## src/rtl/stream_accum_pe.sv

```systemverilog
// rtl/stream_accum_pe.sv - lane-wise block accumulator between a read stream and a write stream
// Sums each signed lane over BLOCK_LEN words and queues one result word per block.
module stream_accum_pe #(
    parameter int DATA_WIDTH = 128,
    parameter int LANE_WIDTH = 32,
    parameter int BLOCK_LEN  = 16,
    parameter int OUT_DEPTH  = 4
) (
    input  logic                  clk,
    input  logic                  rst,
    input  logic                  start,
    input  logic [31:0]           num_blocks,
    output logic                  rd,
    input  logic                  vld,
    input  logic [DATA_WIDTH-1:0] dout,
    output logic                  wr,
    input  logic                  full,
    output logic [DATA_WIDTH-1:0] din,
    output logic                  busy,
    output logic                  done,
    output logic [31:0]           blocks_out
);
    localparam int LANES = DATA_WIDTH / LANE_WIDTH;
    localparam int CW    = $clog2(BLOCK_LEN + 1);
    localparam int PW    = $clog2(OUT_DEPTH);
    localparam int NW    = PW + 1;

    typedef enum logic [1:0] {IDLE, RUN, DRAIN} state_t;

    state_t                state;
    logic [31:0]           req_left;
    logic [CW-1:0]         word_in_blk;
    logic [DATA_WIDTH-1:0] acc;
    logic [DATA_WIDTH-1:0] lane_sum;
    logic [DATA_WIDTH-1:0] fifo_mem [OUT_DEPTH];
    logic [PW-1:0]         wptr;
    logic [PW-1:0]         rptr;
    logic [NW-1:0]         fifo_count;
    logic                  inflight;
    logic                  accept;
    logic                  push;
    logic                  pop;

    always_comb begin
        lane_sum = '0;
        for (int i = 0; i < LANES; i++) begin
            lane_sum[i*LANE_WIDTH +: LANE_WIDTH] = acc[i*LANE_WIDTH +: LANE_WIDTH]
                                                 + dout[i*LANE_WIDTH +: LANE_WIDTH];
        end
    end

    assign accept = vld && (state != IDLE);
    assign push   = accept && (word_in_blk == CW'(BLOCK_LEN - 1));
    assign pop    = wr;

    // Holding one slot free absorbs the single word still in flight after rd drops.
    assign rd  = (state == RUN) && (req_left != 32'd0) && (fifo_count < NW'(OUT_DEPTH - 1));
    assign wr  = (fifo_count != '0) && !full;
    assign din = (fifo_count != '0) ? fifo_mem[rptr] : '0;

    always_ff @(posedge clk) begin
        if (push) begin
            fifo_mem[wptr] <= lane_sum;
        end
    end

    always_ff @(posedge clk) begin
        if (rst) begin
            state       <= IDLE;
            req_left    <= '0;
            word_in_blk <= '0;
            acc         <= '0;
            wptr        <= '0;
            rptr        <= '0;
            fifo_count  <= '0;
            inflight    <= 1'b0;
            busy        <= 1'b0;
            done        <= 1'b0;
            blocks_out  <= '0;
        end else begin
            done     <= 1'b0;
            inflight <= rd;

            if (accept) begin
                if (push) begin
                    acc         <= '0;
                    word_in_blk <= '0;
                end else begin
                    acc         <= lane_sum;
                    word_in_blk <= word_in_blk + CW'(1);
                end
            end

            if (push) wptr <= wptr + PW'(1);
            if (pop)  rptr <= rptr + PW'(1);
            case ({push, pop})
                2'b10:   fifo_count <= fifo_count + NW'(1);
                2'b01:   fifo_count <= fifo_count - NW'(1);
                default: fifo_count <= fifo_count;
            endcase
            if (pop) blocks_out <= blocks_out + 32'd1;

            case (state)
                IDLE: begin
                    if (start) begin
                        if (num_blocks != 32'd0) begin
                            req_left    <= num_blocks * 32'(BLOCK_LEN);
                            acc         <= '0;
                            word_in_blk <= '0;
                            blocks_out  <= '0;
                            busy        <= 1'b1;
                            state       <= RUN;
                        end else begin
                            done <= 1'b1;
                        end
                    end
                end
                RUN: begin
                    if (rd) req_left <= req_left - 32'd1;
                    if (req_left == 32'd0 || (rd && req_left == 32'd1)) state <= DRAIN;
                end
                DRAIN: begin
                    // inflight marks the cycle the last requested word returns
                    if (!inflight && fifo_count == '0) begin
                        state <= IDLE;
                        busy  <= 1'b0;
                        done  <= 1'b1;
                    end
                end
                default: state <= IDLE;
            endcase
        end
    end

    assert property (@(posedge clk) disable iff (rst) !(push && fifo_count == NW'(OUT_DEPTH)));

endmodule

```

## config.mk

```make
export PLATFORM = sky130hd
export DESIGN_NAME = stream_accum_pe
export DESIGN_NICKNAME = d
export VERILOG_FILES = /design/src/rtl/stream_accum_pe.sv
export SDC_FILE = /design/constraint.sdc
export NUM_CORES = 1
export LEC_CHECK = 0
export ABC_CLOCK_PERIOD_IN_PS = 9650
export CAP_MARGIN = 20
export CORE_ASPECT_RATIO = 1.75
export CORE_MARGIN = 4
export CORE_UTILIZATION = 60
export DETAILED_ROUTE_END_ITERATION = 16
export PLACE_DENSITY = 0.93
export SYNTH_ARGS = -nofsm -noshare
export SYNTH_HDL_FRONTEND = slang
export SYNTH_SLANG_ARGS = --single-unit
```

## constraint.sdc

```tcl
create_clock -name clk -period 9.65 [get_ports clk]
set_input_delay 1.4475 -clock clk [delete_from_list [all_inputs] [get_ports clk]]
set_output_delay 1.4475 -clock clk [all_outputs]
set_load 0.01 [all_outputs]
```

# [Yosys cells after proc, flatten, opt, wreduce, memory -nomap -nowiden]
# Memories as Yosys holds them, arrays and structs flattened. A register that Yosys moved wholly into a read port is not among the register bits.
# Index checks and enable logic that the tools add are counted.
[op_classes] add_sub_neg=11 multipliers=0 n_div=0 magnitude_cmp=1 n_eq_ne=11 n_shift=0 n_mux=37 n_bitwise=0 reduce_logical=23
[op_table] operator="128-bit 2-to-1 mux" count=6
[op_table] operator="32-bit 2-to-1 mux" count=7
[op_table] operator="32-bit adder" count=4
[op_table] operator="32-bit one-hot mux with 2 select lines" count=1
[op_table] operator="32-bit nonzero test" count=2
[op_table] operator="32-bit by 1-bit adder with 32-bit output, second input constant" count=1
[op_table] operator="32-bit by 1-bit equality test with 1-bit output, second input constant" count=1
[op_table] operator="32-bit zero test" count=1
[op_table] operator="32-bit by 1-bit subtractor with 32-bit output, second input constant" count=1
[op_table] operator="5-bit 2-to-1 mux" count=5
[op_table] operator="2-bit 2-to-1 mux" count=6
[op_table] operator="4-bit AND reduction" count=3
[op_table] operator="1-bit 2-to-1 mux" count=8
[op_table] operator="2-bit != test, second input constant" count=4
[op_table] operator="2-bit nonzero test" count=4
[op_table] operator="1-bit logical AND" count=7
[op_table] operator="2-bit one-hot mux with 3 select lines" count=1
[op_table] operator="3-bit one-hot mux with 2 select lines" count=1
[op_table] operator="5-bit by 1-bit adder with 5-bit output, second input constant" count=1
[op_table] operator="5-bit by 4-bit equality test with 1-bit output, second input constant" count=1
[op_table] operator="2-bit by 1-bit adder with 2-bit output, second input constant" count=2
[op_table] operator="2-bit by 1-bit equality test with 1-bit output, second input constant" count=2
[op_table] operator="2-bit equality test, second input constant" count=2
[op_table] operator="1-bit one-hot mux with 2 select lines" count=2
[op_table] operator="9 further kinds" count=10
[totals] register_bits=209 latch_bits=0 ramBits=512 mem_bits_ro=0 inputBits=165 out_inout_bits=164 wordCells=95 mem_count=1
[mem_list] name="fifo_mem" words=4 word_bits=128 rd=1 rd_clocked_by_memory_dff=1 wr=1 line_no="35" text="logic [DATA_WIDTH-1:0] fifo_mem [OUT_DEPTH];"

# [Logic depth before layout (Yosys ltp)]
[logic_depth] depth_word=8 ltp_mapped=11 mapped_depth_nobuf=11

# [Worst setup path before layout]
# OpenSTA, ideal clock, no wires.
[synth_path] path_type="in2reg" startpoint="input port vld" endpoint="memory fifo_mem[0][0] (enable)" setup_time_ns=0.502 t_arrival_ns=4.885 required_ns=9.148 path_slack_ns=4.263 stages=3 n_path_buf=0 cell_sequence="o21ai_1 -> nor2_1 -> and2_1"
[synth_between] elab_chain_cells=4
[synth_rtl] item="start: declaration" line_no="14" text="input logic vld,"
[synth_rtl] item="1-bit logical AND" line_no="52" text="assign accept = vld && (state != IDLE);"
[synth_rtl] item="1-bit logical AND" line_no="53" text="assign push = accept && (word_in_blk == CW'(BLOCK_LEN - 1));"
[synth_rtl] item="1-bit 2-to-1 mux" line_no="62" text="if (push) begin"
[synth_rtl] item="1-bit 2-to-1 mux (implied by the code)" line_no="63" text="fifo_mem[wptr] <= lane_sum;"
[synth_rtl] item="end: declaration" line_no="35"
# Every way passes these cells.

==> metrics.md <==
| Metric | Value |
|---|---|
| Status | `finished, final reports clean` |
| Largest family of logic cells by synthesized area | `compound AO/OA/AOI/OAI gates` |
| CP Class | `flip-flop to primary output` |
| Total Neg Setup Slack | `0 ns` |
| Biggest area contributors in the synthesized netlist | `edfxtp_1 45%, dfxtp_1 12%, mux4_2 8.5%, ha_1 4.9%, nor2b_1 2.6%` |
| Synth top area share | `45.2%` |
| Post-synth EDFFs | `approximately 510` |
| Hold-fix buffer count after cts | `0` |
| Hpwl dp | `~60,000 um` |
| Met3 routed WL | `6990 um` |
| XOR/XNOR Fraction of Synth Area | `3.86%` |
| Mux share of post-synthesis cell area | `under 10%` |
| Routed wl met2 | `approximately 46,000 um` |
| Endpoints failing setup | `0` |
| Layout cells sized above 1 | `around a tenth` |
| Fillers | `between 3,000 and 4,000` |
| Asr flop ratio synth | `0%` |
| Worst-margin pin slew | `1.11 ns` |
| Max-cap viol count | `0` |
| Maximum VDD drop | `0.146 mV` |
| Area added between synthesis and finish | `17.7%` |
| Fmax | `around 180 MHz` |
| CP Data Arrival Time | `around 4.0 ns` |
| DRC Markers | `0` |
| Wl on met1 | `between 30,000 and 40,000 um` |
| Ys Warns | `0` |
| Global-route wire length before repair | `137,000 um` |
| Leak Pwr | `14.0 nW` |
| Minimum clock period | `5.42 ns` |
| Worst rel slew slack | `~26%` |
| Seq/Total Area, Yosys | `a little under 60%` |
| Yosys reg bits | `between 700 and 800` |
| Startpoint type of the worst setup path | `flip-flop` |
| Post-route ant nets | `0` |
| Avg Synthesized Cell Area | `around 13 um2` |
| Die Wd | `~190 um` |
| Vias in the first global route | `25,028` |
| Crit share post-route | `56.2%` |
| Core area | `0.0561 mm2` |
| Vias/cell | `around 6.4` |
| Worst-skew pair later-pin latency | `roughly 0.63 ns` |
| CTS tree | `done` |
| RSZ-0062 raised after global routing | `false` |
| Netlist Area Pre-Place | `0.0340 mm2` |
| Num ports | `roughly 330` |
| Placer Congestion | `between 0.9 and 1` |
| DRT Pass-1 Iters | `10` |
| Cell count after synthesis | `about 2,600` |
| Reg2Reg Setup Slack | `roughly 5.7 ns` |
| Leading area contributor after synthesis | `edfxtp_1` |
| WP data required | `8.20 ns` |
| Num Clock Sinks | `723` |
| Total gr overflow | `0` |
| Post-CTS setup buffer count | `0` |
| Port-buffer cells | `328` |
| Starting DRT DRC Count | `between 2,000 and 2,500` |
| Clock transition at the registers of the reported paths | `0.06 ns` |
| Ys flop type | `edfxtp_1` |
| Multi-input gate area in the final layout | `between 0.01 and 0.015 mm2` |
| H-Tree Depth | `2` |
| Synthesized Nets | `slightly below 3,000` |
| Clock buffer depth | `3` |
| DR WL/cell | `23.9 um` |
| Crit-path max FO | `69` |
| Fin. Hold Viols | `0` |
| Die area | `between 0.06 and 0.07 mm2` |
| Synth Area in Adders | `roughly 5.2%` |
| Initial antenna violation count | `3` |
| Compound-Gate Fraction of Synth Area | `about 12%` |
| DR top layer | `met4` |
| Via count | `~24,000` |
| Final net count | `approximately 3,200` |
| PwrDens | `around 170 mW/mm2` |
| Clock Skews | `about 0.023 ns` |
| Row Count | `between 100 and 150` |
| Simple-gate portion of the synthesized area | `10.4%` |
| Max-slew violation count | `0` |
| Post-synth cell types | `88` |
| DRT Wirelength | `~90,000 um` |
| Die Height | `~320 um` |
| Worst Setup End Kind | `primary output` |
| Largest net degree at the start of global routing | `72` |
| GRT Total Usage | `between 20% and 30%` |
| HP Class | `flip-flop to flip-flop` |
| CTS Buf Count | `61` |
| CTS-repair resized insts | `0` |
| Initial Util | `60.6%` |
| CTS root buf | `clkbuf_16` |
| Total power draw | `around 6.7 mW` |
| Sequential cell area | `between 0.015 and 0.02 mm2` |
## state kept, by name (all words and copies together), names as in the netlist, named ones only
register / cells
busy: 1
acc: 128
state: 2
done: 1
wptr: 2
fifo_count: 3
word_in_blk: 5
fifo_mem: 512
inflight: 1
blocks_out: 32
req_left: 32
rptr: 2
## Yosys cell counts (18+ instances only)
cell / number
dfxtp_1: 211
a22o_1: 58
nand2b_1: 22
buf_1: 20
clkbuf_1: 89
a211oi_1: 35
xor2_1: 67
o21ai_0: 113
a22oi_1: 72
ha_1: 134
xnor2_1: 83
a21oi_1: 148
nor2b_1: 143
nor4_1: 18
nor2_1: 222
o21a_1: 19
mux4_2: 128
nand3_1: 43
a21o_1: 62
nor3_1: 31
nand2_1: 123
nand4_1: 21
edfxtp_1: 512
and3_1: 19
inv_1: 44
## cell type report
| class | count | area share, % |
|---|---|---|
| Clock buffer | 74 | 4.14 |
| Tap cell | 702 | 2.19 |
| Sequential cell | 723 | 49.0 |
| Multi-Input combinational cell | 1746 | 34.5 |
| Timing Repair Buffer | 350 | 8.73 |
| Antenna cell | 3 | 0.0188 |
| Inverter | 44 | 0.413 |
| Clock inverter | 42 | 0.991 |
## final timing paths
path | cells after the start | startpoint | end
worst max-delay path | 4 | flip-flop | din[25]
worst min-delay path | 2 | acc[14] | acc[14]
worst max register to register | 5 | state[1] | fifo_mem[3][126]
worst min register to register | 2 | acc[14] | acc[14]
## through the flow
| stage | std cells | setup WS (ns) | cell area [um2] | utilization (%) | hold WS (ns) |
|---|---|---|---|---|---|
| after floorplan | 2631 | 4.26 | 34000 | - | 0.436 |
| after global placement | 3562 | 4.27 | 37900 | 67.5 | 0.444 |
| after detailed placement | 3563 | 4.13 | 37900 | 67.6 | 0.452 |
| after CTS | 3679 | 4.16 | 40000 | 71.2 | 0.459 |
| after global routing | 3683 | 3.95 | 40000 | 71.3 | 0.487 |
| final | 3684 | 4.23 | 40000 | 71.3 | 0.464 |
## power breakdown
part	switching (mW)	internal [mW]	total [mW]
clock network	1.13	1.39	2.53
registers	0.0426	3.42	3.46
logic	0.469	0.277	0.746
total	1.65	5.09	6.74
## placed cells by master, fill, tap and decap left out, drive strengths merged, types with 17 or more instances in the layout
cell type | netlist | layout
ha | 134 | 134
a211oi | 36 | 36
nand3 | 43 | 43
nor3 | 33 | 33
nand2b | 22 | 22
and3 | 22 | 22
o21ai | 119 | 119
o211ai | 17 | 17
nor2 | 223 | 223
nand4 | 21 | 21
mux4 | 128 | 128
nor4 | 20 | 20
clkinv | 0 | 26
buf | 29 | 22
inv | 44 | 50
dfxtp | 211 | 211
a22o | 58 | 58
xnor2 | 83 | 83
o21a | 19 | 19
a21o | 64 | 64
nor2b | 143 | 143
a22oi | 72 | 72
nand2 | 124 | 124
edfxtp | 512 | 512
clkbuf | 89 | 74
xor2 | 67 | 67
clkdlybuf4s50 | 0 | 328
a21oi | 148 | 148
## cells by family (layout without fill, tap and decap cells)
family | after synthesis | count (layout)
fa+ha+maj | 139 | 139
simple gates | 701 | 701
xor+xnor | 150 | 150
buf+inv | 162 | 510
mux | 133 | 133
other cells | 0 | 3
flops | 723 | 723
compound gates | 623 | 623
## routing by layer
layer / vias to the layer above / global-route usage, %
met2: 1205 / 52.1
li1: 10670 / -
met1: 11570 / 30.9
met3: 313 / 6.29
met5: - / 0
met4: 0 / 15.3
## worst max-delay path, cell delays in order, from the launching register on
cell             delay (ns)
dfxtp_4                0.99
buf_4                  0.95
mux4_2                 0.35
nor2b_1                0.42
clkdlybuf4s50_1        0.64
No activity file was read; power rests on OpenSTA's default activity.
